[src/rtl/uart_pkg.sv]
// Shared UART definitions: receiver FSM state encoding, frame width, and the
// clocks-per-bit helper used to size the bit timer.
package uart_pkg;

  typedef enum logic [1:0] {
    IDLE  = 2'b00,
    START = 2'b01,
    DATA  = 2'b10,
    STOP  = 2'b11
  } rx_state_e;

  localparam int DATA_BITS = 8;

  // Integer clk cycles per bit. The result must be >= 8 so that the three
  // vote samples and the start-bit midpoint land on distinct counter values.
  function automatic int calc_clks_per_bit(input int clk_freq, input int baud_rate);
    return clk_freq / baud_rate;
  endfunction

endpackage

[src/rtl/uart_rx_if.sv]
// UART receive-side bundle.
//   rx        : asynchronous serial line, idle high
//   rx_data   : last correctly received byte
//   rx_valid  : one-cycle pulse, rx_data updated
//   frame_err : one-cycle pulse, stop bit sampled low
//   busy      : a frame is in progress
// master = the receiver, slave = the line driver / byte consumer.
interface uart_rx_if;
  import uart_pkg::*;

  logic                 rx;
  logic [DATA_BITS-1:0] rx_data;
  logic                 rx_valid;
  logic                 frame_err;
  logic                 busy;

  modport master (input rx, output rx_data, rx_valid, frame_err, busy);
  modport slave  (output rx, input rx_data, rx_valid, frame_err, busy);
endinterface

[src/rtl/uart_rx_sync.sv]
// Two-flop synchronizer plus one edge-detect flop for an asynchronous input.
// All flops reset to 1 (idle-high line), so a low line at reset release is
// never reported as a falling edge.
//   clk, rst  : clock, synchronous active-high reset
//   async_in  : asynchronous input
//   sync_out  : synchronized level (rx_s)
//   fall_edge : sync_out just went 1 -> 0
module uart_rx_sync (
  input  logic clk,
  input  logic rst,
  input  logic async_in,
  output logic sync_out,
  output logic fall_edge
);

  // [0] metastability stage, [1] rx_s, [2] rx_s_d
  logic [2:0] sh_q, sh_d;

  always_comb sh_d = {sh_q[1:0], async_in};

  always_ff @(posedge clk) begin
    if (rst) sh_q <= '1;
    else     sh_q <= sh_d;
  end

  assign sync_out  = sh_q[1];
  assign fall_edge = sh_q[2] & ~sh_q[1];

endmodule

[src/rtl/uart_rx.sv]
// 8N1 UART receiver. Validates the start bit at its midpoint, takes each data
// bit and the stop bit as a 3-sample majority vote at the end of its bit
// window, then pulses rx_valid (good stop) or frame_err (stop low).
//   clk, rst : clock, synchronous active-high reset
//   bus      : uart_rx_if.master (rx in; rx_data/rx_valid/frame_err/busy out)
module uart_rx
  import uart_pkg::*;
#(
  parameter int CLK_FREQ  = 1000000,
  parameter int BAUD_RATE = 9600
) (
  input  logic       clk,
  input  logic       rst,
  uart_rx_if.master  bus
);

  localparam int CLKS_PER_BIT = calc_clks_per_bit(CLK_FREQ, BAUD_RATE);
  localparam int HALF         = CLKS_PER_BIT / 2;
  localparam int CW           = $clog2(CLKS_PER_BIT);

  typedef logic [CW-1:0] cnt_t;

  localparam cnt_t CNT_HALF = cnt_t'(HALF - 1);
  localparam cnt_t CNT_S0   = cnt_t'(CLKS_PER_BIT - 3);
  localparam cnt_t CNT_S1   = cnt_t'(CLKS_PER_BIT - 2);
  localparam cnt_t CNT_LAST = cnt_t'(CLKS_PER_BIT - 1);
  localparam logic [2:0] IDX_LAST = 3'(DATA_BITS - 1);

  logic rx_s, fall_edge;

  uart_rx_sync u_sync (
    .clk       (clk),
    .rst       (rst),
    .async_in  (bus.rx),
    .sync_out  (rx_s),
    .fall_edge (fall_edge)
  );

  rx_state_e            state_q, state_d;
  cnt_t                 clk_cnt_q, clk_cnt_d;
  logic [2:0]           bit_idx_q, bit_idx_d;
  logic [DATA_BITS-1:0] shreg_q, shreg_d;
  logic [1:0]           smp_q, smp_d;
  logic [DATA_BITS-1:0] rx_data_q, rx_data_d;
  logic                 rx_valid_q, rx_valid_d;
  logic                 frame_err_q, frame_err_d;
  logic                 vote;

  // Third vote sample is the live rx_s at the decision cycle.
  assign vote = (smp_q[0] & smp_q[1]) | (smp_q[0] & rx_s) | (smp_q[1] & rx_s);

  always_comb begin
    state_d     = state_q;
    clk_cnt_d   = clk_cnt_q;
    bit_idx_d   = bit_idx_q;
    shreg_d     = shreg_q;
    smp_d       = smp_q;
    rx_data_d   = rx_data_q;
    rx_valid_d  = 1'b0;
    frame_err_d = 1'b0;

    unique case (state_q)
      IDLE: begin
        if (fall_edge) begin
          state_d   = START;
          clk_cnt_d = '0;
        end
      end

      START: begin
        if (clk_cnt_q == CNT_HALF) begin
          clk_cnt_d = '0;
          bit_idx_d = '0;
          // Still low at mid-start: real frame; otherwise a glitch, drop it.
          state_d   = rx_s ? IDLE : DATA;
        end else begin
          clk_cnt_d = clk_cnt_q + 1'b1;
        end
      end

      DATA, STOP: begin
        if (clk_cnt_q == CNT_S0) smp_d[0] = rx_s;
        if (clk_cnt_q == CNT_S1) smp_d[1] = rx_s;
        if (clk_cnt_q == CNT_LAST) begin
          clk_cnt_d = '0;
          if (state_q == DATA) begin
            shreg_d = {vote, shreg_q[DATA_BITS-1:1]};
            if (bit_idx_q == IDX_LAST) state_d = STOP;
            else                       bit_idx_d = bit_idx_q + 1'b1;
          end else begin
            // Leave at mid-stop so a start bit right after the stop bit is caught.
            if (vote) begin
              rx_data_d  = shreg_q;
              rx_valid_d = 1'b1;
            end else begin
              frame_err_d = 1'b1;
            end
            state_d = IDLE;
          end
        end else begin
          clk_cnt_d = clk_cnt_q + 1'b1;
        end
      end

      default: state_d = IDLE;
    endcase
  end

  always_ff @(posedge clk) begin
    if (rst) begin
      state_q     <= IDLE;
      clk_cnt_q   <= '0;
      bit_idx_q   <= '0;
      shreg_q     <= '0;
      smp_q       <= '1;
      rx_data_q   <= '0;
      rx_valid_q  <= 1'b0;
      frame_err_q <= 1'b0;
    end else begin
      state_q     <= state_d;
      clk_cnt_q   <= clk_cnt_d;
      bit_idx_q   <= bit_idx_d;
      shreg_q     <= shreg_d;
      smp_q       <= smp_d;
      rx_data_q   <= rx_data_d;
      rx_valid_q  <= rx_valid_d;
      frame_err_q <= frame_err_d;
    end
  end

  assign bus.rx_data   = rx_data_q;
  assign bus.rx_valid  = rx_valid_q;
  assign bus.frame_err = frame_err_q;
  assign bus.busy      = (state_q != IDLE);

endmodule

[src/flat_wrapper.sv]
// flat-port wrapper written by rule: the top's interface ports become plain ports
module uart_rx_flat import uart_pkg::*;
#(
  parameter int CLK_FREQ  = 1000000,
  parameter int BAUD_RATE = 9600
)
  (clk, rst, bus_rx, bus_rx_data, bus_rx_valid, bus_frame_err, bus_busy);
  uart_rx_if bus_i ();
  input  logic clk;
  input  logic rst;
  input wire logic [$bits(bus_i.rx)-1:0] bus_rx;
  output wire logic [$bits(bus_i.rx_data)-1:0] bus_rx_data;
  output wire logic [$bits(bus_i.rx_valid)-1:0] bus_rx_valid;
  output wire logic [$bits(bus_i.frame_err)-1:0] bus_frame_err;
  output wire logic [$bits(bus_i.busy)-1:0] bus_busy;
  assign bus_i.rx = bus_rx;
  assign bus_rx_data = bus_i.rx_data;
  assign bus_rx_valid = bus_i.rx_valid;
  assign bus_frame_err = bus_i.frame_err;
  assign bus_busy = bus_i.busy;
  uart_rx #(.CLK_FREQ(CLK_FREQ), .BAUD_RATE(BAUD_RATE)) u_core (.clk(clk), .rst(rst), .bus(bus_i));
endmodule
[config.mk]
export PLATFORM = sky130hd
export DESIGN_NAME = uart_rx_flat
export DESIGN_NICKNAME = d
export VERILOG_FILES = /design/src/rtl/uart_pkg.sv /design/src/rtl/uart_rx_if.sv /design/src/rtl/uart_rx_sync.sv /design/src/rtl/uart_rx.sv /design/src/flat_wrapper.sv
export SDC_FILE = /design/constraint.sdc
export NUM_CORES = 1
export LEC_CHECK = 0
export ABC_AREA = 0
export CELL_PAD_IN_SITES_DETAIL_PLACEMENT = 0
export CELL_PAD_IN_SITES_GLOBAL_PLACEMENT = 1
export CORE_UTILIZATION = 46
export CTS_CLUSTER_SIZE = 24
export DETAILED_ROUTE_END_ITERATION = 16
export PLACE_DENSITY_LB_ADDON = 0.1
export SLEW_MARGIN = 20
export SYNTH_ARGS = -nofsm -noshare
export SYNTH_HDL_FRONTEND = slang
export SYNTH_HIERARCHICAL = 1
export SYNTH_SLANG_ARGS = --single-unit
[constraint.sdc]
create_clock -name clk -period 4 [get_ports clk]
set_input_delay 0.6 -clock clk [delete_from_list [all_inputs] [get_ports clk]]
set_output_delay 0.6 -clock clk [all_outputs]
set_load 0.01 [all_outputs]
=== After elaboration in Yosys (flattened, before gate mapping) ===
Cells that the tools add are included.

* Latch bits: 0
* Input bits: 3
* Output and inout bits: 11
* RAM bits: 0
* Register bits: 35
* Memories: 0
* ROM bits: 0

* Add/sub/neg operators: 2
* Multiplexer cells: 18
* Div/mod/pow operators: 0
* Reductions and logical operators: 11
* Equal/unequal tests: 14
* Order comparisons: 0
* Bitwise logic cells: 10
* Shift-type cells: 0
* $mul: 0

{| class="wikitable"
|+ Operators by type and width
! cell !! number
|-
| 7-bit == test (second input constant) || 3
|-
| 7-bit two-way mux || 3
|-
| 7-bit case mux with 3 select lines || 1
|-
| 2-bit two-way mux || 6
|-
| 3-bit two-way mux || 4
|-
| 2-bit by 1-bit inequality test with 1-bit output (second input constant) || 4
|-
| 4-bit AND reduction || 2
|-
| 7-bit by 1-bit adder with 7-bit output (second input constant) || 1
|-
| 7-bit by 6-bit == test with 1-bit output (second input constant) || 1
|-
| 2-bit case mux with 3 select lines || 1
|-
| 3-bit case mux with 2 select lines || 1
|-
| 5-bit AND reduction || 1
|-
| 1-bit bitwise AND || 4
|-
| 2-bit == test (second input constant) || 2
|-
| 1-bit inverter || 4
|-
| 2-bit AND reduction || 2
|-
| 2-bit nonzero test || 2
|-
| 4-bit OR reduction || 1
|-
| 3-bit by 1-bit adder with 3-bit output (second input constant) || 1
|-
| 3-bit == test (second input constant) || 1
|-
| 3-bit inequality test (second input constant) || 1
|-
| 3-bit AND reduction || 1
|-
| 2-bit by 1-bit == test with 1-bit output (second input constant) || 1
|-
| 2-bit logical NOT || 1
|-
| other kinds (4) || 6
|}

=== Longest topological paths before layout ===
Gate-level depths: netlist (run 1).

* Depth in word-level cells: 5
* Depth in mapped cells: 7
* Depth with buffers taken out: 5

=== Cells and area by module ===
Netlist (run 1), hierarchy kept.

{| class="wikitable"
|+ By module, submodules not included
! module !! times used !! cells an instance !! sequential area each (sq um) !! area an instance (sq um)
|-
| uart_rx || 1 || 160 || 640.6 || 1475.2
|-
| uart_rx_sync || 1 || 7 || 60.1 || 85.1
|}

=== Least setup slack after synthesis (run 1) ===
No wires, ideal clock.

* Kind: register to register
* Start: reg u_core.clk_cnt_q[0]
* End: reg u_core.clk_cnt_q[4]
* Buffers on the path: 1
* Setup slack: 2441 ps
* Stages on the path, launching flop included: 7
* Library setup time: 74 ps
* Arrival: 1485 ps
* Path through: dfxtp_1 > ha_1 > and3_1 > buf_2 > a21oi_1 > nand3_1 > a31oi_1

* Cells in the longest elaborated chain, start to end: 3
* Elaborated cells on any way between the ends: 6
* Classes of those cells: add/sub: 1; eq/ne: 2; mux: 3

{| class="wikitable"
|+ RTL lines
! what !! line !! text
|-
| from (decl) || uart_rx.sv:40 || <nowiki>cnt_t clk_cnt_q, clk_cnt_d;</nowiki>
|-
| from (signal assigned) || uart_rx.sv:121 || <nowiki>clk_cnt_q <= clk_cnt_d;</nowiki>
|-
| 7-bit by 1-bit adder with 7-bit output (tied with other cells) || uart_rx.sv:77, uart_rx.sv:101 ||
|-
| 7-bit two-way mux, on equally long branches || uart_rx.sv:84, uart_rx.sv:71 ||
|-
| 7-bit case mux with 3 select lines * || uart_rx.sv:62 || <nowiki>unique case (state_q)</nowiki>
|}

Every way passes the cells marked *; elsewhere a longest branch is shown, timed or not.
A chain may end at the register's enable or synchronous reset.

=== Worst setup path after layout (run 1) ===
* Start: reg u_core.state_q[0]
* End: out bus_busy

* Cells in the longest elaborated chain, start to end: 1

{| class="wikitable"
|+ RTL lines
! what !! line !! text
|-
| from (decl) || uart_rx.sv:39 || <nowiki>rx_state_e state_q, state_d;</nowiki>
|-
| from (signal assigned) || uart_rx.sv:120 || <nowiki>state_q <= state_d;</nowiki>
|-
| 2-bit nonzero test || uart_rx.sv:134 || <nowiki>assign bus.busy = (state_q != IDLE);</nowiki>
|-
| to (decl) || flat_wrapper.sv:15 || <nowiki>output wire logic [$bits(bus_i.busy)-1:0] bus_busy;</nowiki>
|}

No other way between the ends.

==> results.json, run 1 <==
{
  "wl_per_cell_um": 12.3,
  "critPathRequiredTime_ns": 3.40,
  "hold_slack_ns": 0.416,
  "seq_area_frac_synth_pct": 44.9,
  "num_rows": 20,
  "final_net_count": 186,
  "worst_slew_pin_slew_ns": 0.544,
  "finalCritPeriodShare_pct": 60.4,
  "ant_nets": 0,
  "drive_gt1_share_pct": 9.50,
  "cts.path.max_buffers": 2,
  "grt_overflow_total": 0,
  "syn_inst": 167,
  "routed_wl_mm": 2.74,
  "postCtsSetupRepairBufs": 0,
  "rsz0062_at_grt": "no",
  "grt_antenna_before_repair": 0,
  "core_area_um2": 3130,
  "num_antenna_cells": 0,
  "setup_tns_ns": 0,
  "io_pins": 14,
  "dp_hpwl_mm": 1.90,
  "async_flop_share_pct": 0,
  "criticalPathCategory": "reg -> out",
  "vias_per_cell": 5.39,
  "post_cts_resized": 0,
  "yosysUniqueCellTypes": 41,
  "clk_latency_ns": 0.33,
  "grtUsageTotal_pct": 17.6,
  "initial_core_util_pct": 49.9,
  "setup_violations": 0,
  "fillers": 306,
  "p_leak_nw": 0.688,
  "drt_iter0_drc": 65,
  "crit_chain": "or2_1 -> clkdlybuf4s50_1",
  "area_growth_pct": 12.7,
  "dieArea_um2": 3630,
  "syn_nets": 175,
  "port_buffers": 13,
  "place_area_um2": 1700,
  "powerDensity_nw_per_um2": 320,
  "yosys_warnings": 6,
  "cts_inserted_buffers": 5,
  "status": "complete, no violations",
  "cts_num_sinks": 35,
  "period_needed_ns": 2.42,
  "ctsHtreeMaxLevel": 2,
  "first_pass_iters": 4,
  "hold_viol": 0,
  "stdcell_area_um2": 1760,
  "cts_tree": "built",
  "routabilityCongestion": 0.732,
  "clk_pin_slew_worst_paths_ns": 0.10,
  "max-vdd-ir-drop_mv": 0.214,
  "via_count": 1201,
  "timing.fmax_mhz": 414,
  "die_x_um": 60.2,
  "grt_pass1_vias": 1052,
  "root_buffer": "clkbuf_4",
  "syn_area_um2": 1560,
  "fin_skew_ns": 0.0104,
  "maxSlewViolCount": 0,
  "drc_errors": 0,
  "worstPathArrival_ns": 1.82,
  "relSlewSlack_pct": 63.7,
  "min_path_type": "reg -> reg",
  "postSynthAreaPerCell_um2": 9.34,
  "ys_ff_latch": 35,
  "grt_pass1_wl_mm": 4.66,
  "max_stage_delay_ns": 0.68,
  "startpoint_type": "flip-flop",
  "synth_flop_cell": "dfxtp_1",
  "crit_path_max_fanout": 16,
  "synth-edff-count": 0,
  "dieHeight_um": 60.2,
  "crit_path_end_kind": "output pin",
  "max-cap-violations": 0,
  "hold_buffers": 0,
  "cp_slowest_cell": "dfxtp_1",
  "grt_max_degree": 26
}
## area by class of cell
type | count | area [um^2] | share of cell area [%]
Timing Repair Buffer | 15 | 145 | 8.26
Multi-Input combinational cell | 116 | 785 | 44.6
Tap cell | 44 | 55.1 | 3.13
Sequential cell | 35 | 701 | 39.9
Inverter | 5 | 18.8 | 1.07
Clock buffer | 6 | 41.3 | 2.35
Clock inverter | 2 | 12.5 | 0.712
## synth_stat cells (4+ instances only)
master,number,area share (%)
ha_1,5,4.0
buf_2,6,1.9
inv_1,5,1.2
o21ai_0,9,2.9
nand2_1,10,2.4
nand3_1,8,2.6
mux2i_1,11,7.1
a21oi_1,11,3.5
or2_1,4,1.6
dfxtp_1,35,45
and3_1,4,1.6
a31oi_1,5,2.0
nor2_1,14,3.4
## cell usage in the layout (no fill, tap or decap), types with 2 or more instances in the layout
cell | netlist | final
nor2_1 | 14 | 14
and3_1 | 4 | 4
a31oi_1 | 5 | 5
nand2_1 | 10 | 10
clkdlybuf4s50_1 | 0 | 13
o21ai_0 | 9 | 9
a22o_1 | 2 | 2
or2_1 | 4 | 4
mux2i_1 | 11 | 11
nand3_1 | 8 | 8
nor3_1 | 3 | 3
a21oi_1 | 11 | 11
nor4_1 | 2 | 2
nor2b_1 | 2 | 2
buf_4 | 2 | 2
dfxtp_1 | 35 | 35
clkbuf_4 | 0 | 5
nand4_1 | 3 | 3
nand2b_1 | 2 | 2
ha_1 | 5 | 5
inv_1 | 5 | 5
xor2_1 | 2 | 2
## worst paths after layout
check             depth (start not counted)                          endpoint                             start  slack, ns
hold reg to reg                           1  u_core/u_sync/sh_q[1]$_SDFF_PP1_  u_core/u_sync/sh_q[0]$_SDFF_PP1_       0.42
setup reg to reg                          5    u_core/shreg_q[7]$_SDFFE_PP0P_  u_core/clk_cnt_q[1]$_SDFFE_PP0N_       2.14
hold / removal                            1  u_core/u_sync/sh_q[1]$_SDFF_PP1_  u_core/u_sync/sh_q[0]$_SDFF_PP1_       0.42
setup / recovery                          2                          bus_busy    u_core/state_q[0]$_SDFFE_PP0P_       1.58
## kinds of logic after synthesis
| group | Yosys count | share of synthesized area [%] |
|---|---|---|
| and+or+nand+nor | 60 | 21.7 |
| adders and majority gates | 6 | 4.65 |
| DFF | 35 | 44.9 |
| muxes | 12 | 7.78 |
| AOI/OAI and AO/OA | 36 | 15.1 |
| xor gates and xnor gates | 2 | 1.12 |
| buffers and inverters | 16 | 4.81 |
## critical path: cells and delay by family, from the launching register on
family	cells	cell delay, ns
buf+inv	1	0.56
simple gates	1	0.25
flops	1	0.68
## per-layer routing
metal / up-vias / global-route usage (%) / part of all wire, %
li1: 619 / - / -
met1: 551 / 22.4 / 50
met2: 29 / 26.1 / 44
met3: 2 / 6.49 / 4.2
met4: 0 / 8.31 / 0.91
met5: - / 0 / 0
## metrics by stage
step           utilization (%)  instances  worst slack (ns)  power, mW
2_1_floorplan                -        167              2.44      0.381
3_3_place_gp              54.5        215              1.94      0.387
3_5_place_dp              54.5        215              1.93      0.388
4_1_cts                   56.2        223              1.57      0.574
5_1_grt                   56.2        223              1.48      0.589
6_report                  56.2        223              1.58      0.563
## registers in the layout (all words and copies together) (netlist names), named ones only
register              flops
u_core/u_sync/sh_q        3
u_core/shreg_q            8
u_core/state_q            1
u_core/smp_q              2
u_core/bus.frame_err      1
u_core/bus.rx_data        8
u_core/clk_cnt_q          7
u_core/bus.rx_valid       1
u_core/bit_idx_q          3
## power breakdown
group	total (mW)	switching (mW)	leakage, nW	internal (mW)
clock network	0.183	0.115	0.0282	0.0678
registers	0.356	0.00481	0.283	0.351
logic	0.0243	0.0148	0.377	0.00948
total	0.563	0.135	0.688	0.428
Note: power is estimated with default switching activity, not from simulation.
==> run 2: changes to the inputs <==
--- a/config.mk
+++ b/config.mk
@@ -8,7 +8,7 @@
 export ABC_AREA = 0
 export CELL_PAD_IN_SITES_DETAIL_PLACEMENT = 0
 export CELL_PAD_IN_SITES_GLOBAL_PLACEMENT = 1
-export CORE_UTILIZATION = 46
+export CORE_UTILIZATION = 43
 export CTS_CLUSTER_SIZE = 24
 export DETAILED_ROUTE_END_ITERATION = 16
 export PLACE_DENSITY_LB_ADDON = 0.1
==> constraint.sdc (replaced) <==
create_clock -name clk -period 2.3 [get_ports clk]
set_input_delay 0.345 -clock clk [delete_from_list [all_inputs] [get_ports clk]]
set_output_delay 0.345 -clock clk [all_outputs]
set_load 0.01 [all_outputs]
==> results.json, run 2 (synthesis gave the netlist of run 1 again) <==
{
  "status": "complete, no violations",
  "startpoint_type": "flip-flop",
  "grt_antenna_before_repair": 0,
  "cts.path.max_buffers": 2,
  "grt_pass1_wl_mm": 5.24,
  "via_count": 1246,
  "ctsHtreeMaxLevel": 2,
  "p_int_mw": 0.745,
  "preCtsSetupSlack_ns": 0.525,
  "clockPowerShare_pct": 33.3,
  "fin_skew_ns": 0.00149,
  "cts_inserted_buffers": 5,
  "hold_viol": 0,
  "criticalPathCategory": "reg -> out",
  "rsz0062_at_grt": "no",
  "io_pins": 14,
  "num_antenna_cells": 0,
  "setup_tns_ns": 0,
  "combPwrFrac_pct": 4.9,
  "worst_slew_pin_slew_ns": 0.482,
  "sequentialPowerShare_pct": 61.8,
  "finalCritPeriodShare_pct": 87.9,
  "cts_num_sinks": 35,
  "p_leak_nw": 0.692,
  "grt_max_degree": 29,
  "worstPathArrival_ns": 1.68,
  "powerDensity_nw_per_um2": 562,
  "maxSlewViolCount": 0,
  "initial_core_util_pct": 45.7,
  "drc_errors": 0,
  "dieArea_um2": 3870,
  "final_common_cell": "dfxtp_1",
  "vias_per_cell": 5.51,
  "crit_path_max_fanout": 10,
  "clk_latency_ns": 0.34,
  "dp_hpwl_mm": 2.10,
  "num_rows": 21,
  "crit_path_end_kind": "output pin",
  "clk_pin_slew_worst_paths_ns": 0.11,
  "routabilityCongestion": 0.775,
  "area_growth_pct": 13.6,
  "grt_overflow_total": 0,
  "setup_violations": 0,
  "grt_pass1_vias": 1107,
  "post_cts_resized": 0,
  "final_net_count": 187,
  "period_needed_ns": 2.02,
  "routed_wl_mm": 2.97,
  "cts_tree": "built",
  "hold_buffers": 0,
  "postCtsSetupRepairBufs": 0,
  "grtUsageTotal_pct": 17.0,
  "swShare_pct": 25.1,
  "max-cap-violations": 0,
  "p_sw_mw": 0.250,
  "relSlewSlack_pct": 67.8,
  "max-vdd-ir-drop_mv": 0.421,
  "fillers": 348,
  "first_pass_iters": 4,
  "final_cell_mix": "dfxtp_1, nor2_1, clkdlybuf4s50_1",
  "wl_per_cell_um": 13.2,
  "drt_iter0_drc": 49,
  "ant_nets": 0,
  "timing.fmax_mhz": 495,
  "core_area_um2": 3420,
  "dieHeight_um": 62.2,
  "min_path_type": "reg -> reg",
  "critPathRequiredTime_ns": 1.96,
  "drive_gt1_share_pct": 10.6,
  "port_buffers": 13,
  "fin_ws_ns": 0.278,
  "root_buffer": "clkbuf_4",
  "die_x_um": 62.2
}
[run 2: cell types whose count changed in the layout (fill, tap and decap cells not counted), sizes merged]
cell	change
buf	+1
clkbuf	-1
clkinvlp	+1
[run 2: worst paths after layout]
kind,slack (ns),startpoint,to,cells past startpoint
setup / recovery,0.28,flip-flop,bus_busy,2
hold / removal,0.42,u_core/u_sync/sh_q[0]$_SDFF_PP1_,u_core/u_sync/sh_q[1]$_SDFF_PP1_,1
setup reg to reg,0.50,u_core/clk_cnt_q[1]$_SDFFE_PP0N_,u_core/shreg_q[7]$_SDFFE_PP0P_,5
hold reg to reg,0.42,u_core/u_sync/sh_q[0]$_SDFF_PP1_,u_core/u_sync/sh_q[1]$_SDFF_PP1_,1
[run 2: area by class of cell]
| class | count | area (um^2) | area share [%] |
|---|---|---|---|
| multi-input combinational | 116 | 785 | 44.3 |
| sequential | 35 | 701 | 39.5 |
| timing repair buffer | 16 | 153 | 8.62 |
| tap | 46 | 57.6 | 3.25 |
| clock buffer | 5 | 37.5 | 2.12 |
| clock inverter | 3 | 20.0 | 1.13 |
| inverter | 5 | 18.8 | 1.06 |
[run 2: worst max-delay path, cell delays in order (launching register included)]
cell and delay (ns):
dfxtp_1 0.53, or2_1 0.25, clkdlybuf4s50_1 0.56
[run 2: power groups by stage]
stage,Sequential (mW),Clock [mW],Combinational (mW)
final,0.615,0.331,0.0485
after global routing,0.616,0.374,0.0538
after CTS,0.615,0.343,0.0485
after detailed placement,0.629,0,0.0483
after global placement,0.629,0,0.0473
after floorplan,0.629,0,0.0329
[run 2: per-stage QoR]
stage	hold WS (ns)	cell area (um^2)	cells	power, mW	util, %
3_5_place_dp	0.389	1710	218	0.678	50.2
5_1_grt	0.457	1770	226	1.04	51.9
4_1_cts	0.422	1770	226	1.01	51.9
3_3_place_gp	0.397	1710	218	0.676	50.2
2_1_floorplan	0.383	1560	167	0.662	-
6_report	0.423	1770	226	0.995	51.9
[run 2: metal layers]
| layer | share of wire, % | vias to the layer above | global-route usage [%] |
|---|---|---|---|
| met5 | 0 | - | 0 |
| met4 | 1.9 | 0 | 8.72 |
| met3 | 3.9 | 7 | 3.86 |
| met2 | 45 | 24 | 25.0 |
| met1 | 50 | 591 | 23.3 |
| li1 | - | 624 | - |
